File: src/rtl/alu_arbiter.sv
// alu_arbiter: two requesters share one combinational ALU, one operation in flight at a time.
// Optional macro ALU_ARB_FIXED_PRIO_EN: port 0 always wins contention and there is no last-grant register.
module alu_arbiter #(
    parameter int n = 32
) (
    input  logic           clk,
    input  logic           rst_n,
    input  logic [1:0]     req_valid,
    output logic [1:0]     req_ready,
    input  logic [2*n-1:0] req_A,
    input  logic [2*n-1:0] req_B,
    input  logic [7:0]     req_ALUSel,
    output logic [n-1:0]   alu_A,
    output logic [n-1:0]   alu_B,
    output logic [3:0]     alu_ALUSel,
    input  logic [n-1:0]   alu_ALUResult,
    output logic [1:0]     rsp_valid,
    input  logic [1:0]     rsp_ready,
    output logic [n-1:0]   rsp_Result,
    output logic           busy
);

    typedef enum logic [1:0] {
        IDLE = 2'd0,
        EXEC = 2'd1,
        RESP = 2'd2
    } state_t;

    state_t         state_q, state_d;
    logic [n-1:0]   a_q, a_d;
    logic [n-1:0]   b_q, b_d;
    logic [3:0]     sel_q, sel_d;
    logic [n-1:0]   result_q, result_d;
    logic           owner_q, owner_d;
    logic [1:0]     grant;
    logic           grant_idx;
    logic           accept;

`ifdef ALU_ARB_FIXED_PRIO_EN
    always_comb begin
        grant = 2'b00;
        if (req_valid[0]) begin
            grant = 2'b01;
        end else if (req_valid[1]) begin
            grant = 2'b10;
        end
    end
`else
    logic last_q, last_d;

    // last_q holds the index of the most recently granted port; contention goes to the other one.
    always_comb begin
        grant = req_valid;
        if (req_valid == 2'b11) begin
            grant = last_q ? 2'b01 : 2'b10;
        end
    end

    always_comb begin
        last_d = last_q;
        if (accept) begin
            last_d = grant_idx;
        end
    end

    always_ff @(posedge clk or negedge rst_n) begin
        if (!rst_n) begin
            last_q <= 1'b1;
        end else begin
            last_q <= last_d;
        end
    end
`endif

    assign grant_idx = grant[1];
    // Gating with rst_n keeps req_ready low for the whole time reset is held.
    assign req_ready = ((state_q == IDLE) && rst_n) ? grant : 2'b00;
    assign accept    = |req_ready;

    always_comb begin
        state_d   = state_q;
        a_d       = a_q;
        b_d       = b_q;
        sel_d     = sel_q;
        result_d  = result_q;
        owner_d   = owner_q;
        rsp_valid = 2'b00;
        case (state_q)
            IDLE: begin
                if (accept) begin
                    a_d     = grant_idx ? req_A[n +: n]      : req_A[0 +: n];
                    b_d     = grant_idx ? req_B[n +: n]      : req_B[0 +: n];
                    sel_d   = grant_idx ? req_ALUSel[4 +: 4] : req_ALUSel[0 +: 4];
                    owner_d = grant_idx;
                    state_d = EXEC;
                end
            end
            EXEC: begin
                result_d = alu_ALUResult;
                state_d  = RESP;
            end
            RESP: begin
                rsp_valid = owner_q ? 2'b10 : 2'b01;
                if (rsp_ready[owner_q]) begin
                    state_d = IDLE;
                end
            end
            default: begin
                state_d = IDLE;
            end
        endcase
    end

    always_ff @(posedge clk or negedge rst_n) begin
        if (!rst_n) begin
            state_q  <= IDLE;
            a_q      <= '0;
            b_q      <= '0;
            sel_q    <= '0;
            result_q <= '0;
            owner_q  <= 1'b0;
        end else begin
            state_q  <= state_d;
            a_q      <= a_d;
            b_q      <= b_d;
            sel_q    <= sel_d;
            result_q <= result_d;
            owner_q  <= owner_d;
        end
    end

    assign alu_A      = a_q;
    assign alu_B      = b_q;
    assign alu_ALUSel = sel_q;
    assign rsp_Result = result_q;
    assign busy       = (state_q != IDLE);

endmodule

File: config.mk
export PLATFORM = sky130hd
export DESIGN_NAME = alu_arbiter
export DESIGN_NICKNAME = d
export VERILOG_FILES = /design/src/rtl/alu_arbiter.sv
export SDC_FILE = /design/constraint.sdc
export NUM_CORES = 1
export LEC_CHECK = 0
export ABC_AREA = 0
export CORE_MARGIN = 10
export CORE_UTILIZATION = 38
export CTS_BUF_LIST = sky130_fd_sc_hd__clkbuf_4
export CTS_CLUSTER_SIZE = 40
export DETAILED_ROUTE_END_ITERATION = 8
export GPL_TIMING_DRIVEN = 0
export PLACE_DENSITY = 0.94
export SYNTH_ARGS = -nofsm -noshare
export SYNTH_HDL_FRONTEND = slang
export SYNTH_SLANG_ARGS = --single-unit
File: constraint.sdc
create_clock -name clk -period 2 [get_ports clk]
set_input_delay 0.5 -clock clk [delete_from_list [all_inputs] [get_ports clk]]
set_output_delay 0.5 -clock clk [all_outputs]
set_load 0.1 [all_outputs]
## Yosys cells after proc, flatten, opt, wreduce, memory -nomap -nowiden

Index checks and enable logic that the tools add are counted.

| storage, ports and cells | value |
|---|---|
| bits in registers | 104 |
| input port bits | 174 |
| word-level logic and storage cells | 32 |
| output and inout port bits | 105 |

| cells by class | value |
|---|---|
| reduce and logical (&&, ||, !) cells | 6 |
| equal/unequal tests | 5 |
| mux-type cells | 13 |
| magnitude comparators | 1 |

Operators by type and width:

| kind | number |
|---|---|
| 32-bit two-way mux | 2 |
| 2-bit two-way mux | 7 |
| 2-bit case mux with 3 select lines | 1 |
| 2-bit equality test (second input constant) | 2 |
| 4-bit two-way mux | 1 |
| 2-bit != test (second input constant) | 2 |
| 2-bit AND reduction | 2 |
| 2-bit by 1-bit equality test with 1-bit output (second input constant) | 1 |
| 2-bit logical NOT | 1 |
| 1-bit by 2-bit less-than comparator with 1-bit output (second input constant) | 1 |
| 1-bit two-way mux | 2 |
| 2-bit nonzero test | 1 |
| 2-bit OR reduction | 1 |
| 1-bit logical AND | 1 |

## Longest topological paths before layout

| logic depth | value |
|---|---|
| depth in word-level cells | 6 |
| gate-level depth with buffers | 6 |
| mapped depth without buffers | 3 |

## Worst setup path after synthesis

No wires, ideal clock.

| timing | value |
|---|---|
| path type | input port to output port |
| start | input port rst_n |
| end | output port req_ready[0] |
| arrival time | 3.047 ns |
| setup slack | -1.547 ns |
| data required time | 1.500 ns |
| buffers on the path | 1 |
| cell stages on the path | 3 |
| path through | or3b_1 > buf_2 > nor3_1 |

| on the way | value |
|---|---|
| longest elaborated chain between the ends | 2 |

RTL lines:

| item | RTL line | RTL |
|---|---|---|
| start: declaration | 7 | `input logic rst_n,` |
| 1-bit logical AND | 77 | `assign req_ready = ((state_q == IDLE) && rst_n) ? grant : 2'b00;` |
| 2-bit two-way mux | 77 |  |
| end: declaration | 9 | `output logic [1:0] req_ready,` |

Every way passes these cells.

## Worst setup path after layout

| timing | value |
|---|---|
| start | register state_q[0] |
| end | output port req_ready[0] |

| on the way | value |
|---|---|
| longest elaborated chain between the ends | 3 |

RTL lines:

| item | RTL line | RTL |
|---|---|---|
| start: declaration | 29 | `state_t state_q, state_d;` |
| start signal: assignment | 123 | `state_q <= state_d;` |
| 2-bit logical NOT | 77 |  |
| 1-bit logical AND | 77 |  |
| 2-bit two-way mux | 77 |  |

Every way passes these cells.

==> metrics.md <==
| Metric | Value |
|---|---|
| Status | `finished with violations` |
| Failing checks | `setup timing` |
| Final WS setup | `-0.231 ns` |
| Horiz. Die Dim | `128 um` |
| Portion of the post-synthesis area used by sequential elements | `0.582` |
| Max-cap violations | `0` |
| Num rows | `39` |
| Ratio of routed vias to standard cells | `5.66` |
| Post-route ant nets | `0` |
| Type of origin of the critical path | `register` |
| HPWL Detailed | `15000 um` |
| Required time reported for the critical path endpoint | `1.50 ns` |
| Fill cell instance count of the final layout | `743` |
| Area added between synthesis and finish | `81.5%` |
| Final weighted congestion of routability-driven global placement | `0.900` |
| Synthesized Nets | `509` |
| Nets | `813` |
| Number of global-route vias before repair | `4973` |
| Hold Path Class | `in -> async` |
| Internal reg-to-reg setup slack | `0.06 ns` |
| Final critical-path required period | `2.23 ns` |
| Wire length of the first global-routing pass | `29300 um` |
| Ratio of cells with drive above 1 in the final layout | `0.318` |
| Post-route clock skew | `0.0159 ns` |
| Pin count of the biggest net entering global routing | `29` |
| Initial Util | `0.390` |
| Crit path kind | `reg -> out` |
| Crit path buf inv count | `2` |
| Highest attainable clock frequency | `448 MHz` |
| Setup TNS Final | `-0.400 ns` |
| Initial antenna violation count | `0` |
| Warnings from Yosys | `0` |
| Remaining global-route overflow | `0` |
| Multi-input combinational cell area | `0.00179 mm^2` |
| Cell area after technology mapping | `0.00447 mm^2` |
| Final Core Density | `0.708` |
| CP max-delay cell | `sky130_fd_sc_hd__dfrtp_1` |
| Slowest cell delay on critical path | `0.41 ns` |
| Critical path endpoint category | `primary output` |
| DRT iter0 DRCs | `302` |
| Synthesis-stage register bit count | `104` |
| Final setup violating endpoints | `2` |
| CTS buffer count | `9` |
| Total vias in the final route | `4457` |
| Storage cell area | `0.00260 mm^2` |
| Routed Wire Length | `19800 um` |
| Post-placement worst setup slack | `-1.84 ns` |
| Largest delay share family, worst path | `simple AND/OR/NAND/NOR gates` |
| Maximum net fanout on the critical path | `3` |
| Count of distinct cell types in the synthesized netlist | `24` |
| Area fraction of the dominant cell type after synthesis | `0.576` |
| # diodes | `0` |
| Worst max-slew margin expressed relative to the limit | `0.253` |
| Ports placed on the boundary | `279` |
| GRT Overall Usage | `0.226` |
| Setup repair after global routing missed its margin | `true` |
| Number of clock sinks seen by CTS | `104` |
| Dominant cells by area after synthesis | `sky130_fd_sc_hd__dfrtp_1 (58%), sky130_fd_sc_hd__a2bb2oi_1 (13%), sky130_fd_sc_hd__o32ai_1 (13%)` |
| Final worst-path cycle share | `1.12` |
| DR pass1 iterations | `5` |
| Clk Latency, worst-skew pair | `0.45 ns` |
| Number of buffers on the longest clock path | `2` |
| Worst Max-Slew Pin Slew | `1.12 ns` |
| IO Port Bufs | `278` |
| Series of cell instances along the critical path | `or3b_1, buf_6, nor3_4, buf_12` |
| Die outline height | `128 um` |
| Final max-slew violation count | `0` |
| Mean area per synthesized cell | `13.4 um^2` |
| Master cell of the clock root buffer | `sky130_fd_sc_hd__clkbuf_4` |
| Cells after Synth | `335` |
| Library cell occupying the most area in the post-synthesis netlist | `sky130_fd_sc_hd__dfrtp_1` |
| WL/cell | `25.2 um` |
| H-tree lvl count | `3` |
| Hold Violations, Final | `0` |
| Std-Cell Core Area | `0.0115 mm^2` |
| Die footprint | `0.0165 mm^2` |
| Worst path arrival time | `1.73 ns` |
| Number of DRC violations after detailed routing | `0` |
| TritonCTS clock tree | `yes` |
| Clock slew seen by the registers of the worst setup and hold paths | `0.16 ns` |
-- placed cells by master, fill, tap and decap left out, drive strengths merged, types with 2 or more instances in the layout --
| cell | instances |
|---|---|
| a2bb2oi | 68 |
| buf | 34 |
| bufbuf | 2 |
| clkbuf | 37 |
| clkdlybuf4s15 | 93 |
| clkdlybuf4s18 | 6 |
| clkdlybuf4s50 | 170 |
| clkinv | 7 |
| dfrtp | 103 |
| dlygate4sd2 | 2 |
| mux2 | 33 |
| nand2b | 2 |
| nor2 | 5 |
| o32ai | 68 |
-- kinds of logic after synthesis --
logic type,Yosys count,share of synthesized area
AO/OA/AOI/OAI,141,0.274
buffers and inverters,44,0.0436
flip-flops,104,0.582
multiplexers,33,0.0831
AND/OR/NAND/NOR,13,0.0171
-- path summary, 6_finish.rpt --
path                                               to                        from  cells past startpoint
max                                      req_ready[0]      state_q[0]$_DFFE_PN0P_                      4
min                             alu_A[17]$_DFFE_PN0P_                       rst_n                      2
max reg2reg                     alu_B[24]$_DFFE_PN0P_      state_q[0]$_DFFE_PN0P_                      8
min reg2reg                rsp_Result[30]$_DFFE_PN0N_  rsp_Result[30]$_DFFE_PN0N_                      1
max in group asynchronous        alu_B[6]$_DFFE_PN0P_                       rst_n                      3
min in group clk                   last_q$_DFFE_PN1P_                req_valid[1]                      3
-- sequential cells by signal, indices dropped and copies added, names as in the netlist --
name and cells:
owner_q 1, alu_B 32, rsp_Result 32, state_q 2
alu_ALUSel 4, alu_A 32, last_q 1
-- Yosys cell counts --
cell type	instances
sky130_fd_sc_hd__or3b_1	1
sky130_fd_sc_hd__dfrtp_1	103
sky130_fd_sc_hd__or2_2	1
sky130_fd_sc_hd__clkbuf_1	28
sky130_fd_sc_hd__a31oi_1	1
sky130_fd_sc_hd__a21oi_1	1
sky130_fd_sc_hd__buf_6	2
sky130_fd_sc_hd__o221ai_1	1
sky130_fd_sc_hd__nor3_1	1
sky130_fd_sc_hd__o32ai_1	68
sky130_fd_sc_hd__nor3b_1	1
sky130_fd_sc_hd__nand2b_1	2
sky130_fd_sc_hd__inv_1	1
sky130_fd_sc_hd__buf_2	12
sky130_fd_sc_hd__nand2_1	1
sky130_fd_sc_hd__dfstp_2	1
sky130_fd_sc_hd__mux2_2	33
sky130_fd_sc_hd__nor2b_1	1
sky130_fd_sc_hd__nor2_4	1
sky130_fd_sc_hd__a2bb2oi_1	68
sky130_fd_sc_hd__clkinv_1	1
sky130_fd_sc_hd__o21ai_0	1
sky130_fd_sc_hd__nor2_1	4
sky130_fd_sc_hd__a21bo_2	1
-- metal layers --
| metal | GRT usage | share of wire |
|---|---|---|
| met2 | 0.398 | 0.52 |
| met4 | 0.0825 | 0.024 |
| met3 | 0.0854 | 0.093 |
| met1 | 0.242 | 0.37 |
| met5 | 0 | 0 |
-- per-stage QoR --
stage / hold slack [ns] / instances / area [um^2]
floorplan: 0.204 / 335 / 4500
global placement: 0.487 / 756 / 7460
detailed placement: 0.498 / 757 / 7490
CTS: 0.0302 / 784 / 7990
global route: 0.0361 / 787 / 8120
finish: 0.0593 / 787 / 8120
-- cell type report --
| type | instances | share of cell area |
|---|---|---|
| Sequential cell | 104 | 0.321 |
| Clock inverter | 6 | 0.00324 |
| Clock buffer | 10 | 0.00925 |
| Inverter | 2 | 0.00154 |
| Multi-Input combinational cell | 187 | 0.221 |
| Buffer | 40 | 0.0285 |
| Timing Repair Buffer | 295 | 0.394 |
| Tap cell | 143 | 0.0220 |
-- repair_timing --
| item | 4_1_cts | 5_1_grt |
|---|---|---|
| endpoints found under the setup margin | 175 | 40 |
| buffers inserted | 7 | 4 |
| hold endpoints to repair | 50 | 0 |
| cloned | 2 | 0 |
| hold buffers | 4 | 0 |
| pin swaps | 4 | 3 |
| gates resized for setup | 362 | 39 |
Power is left out: the tool's default activity adds up to more than one toggle a clock period on the data nets, which glitch-free logic cannot reach.
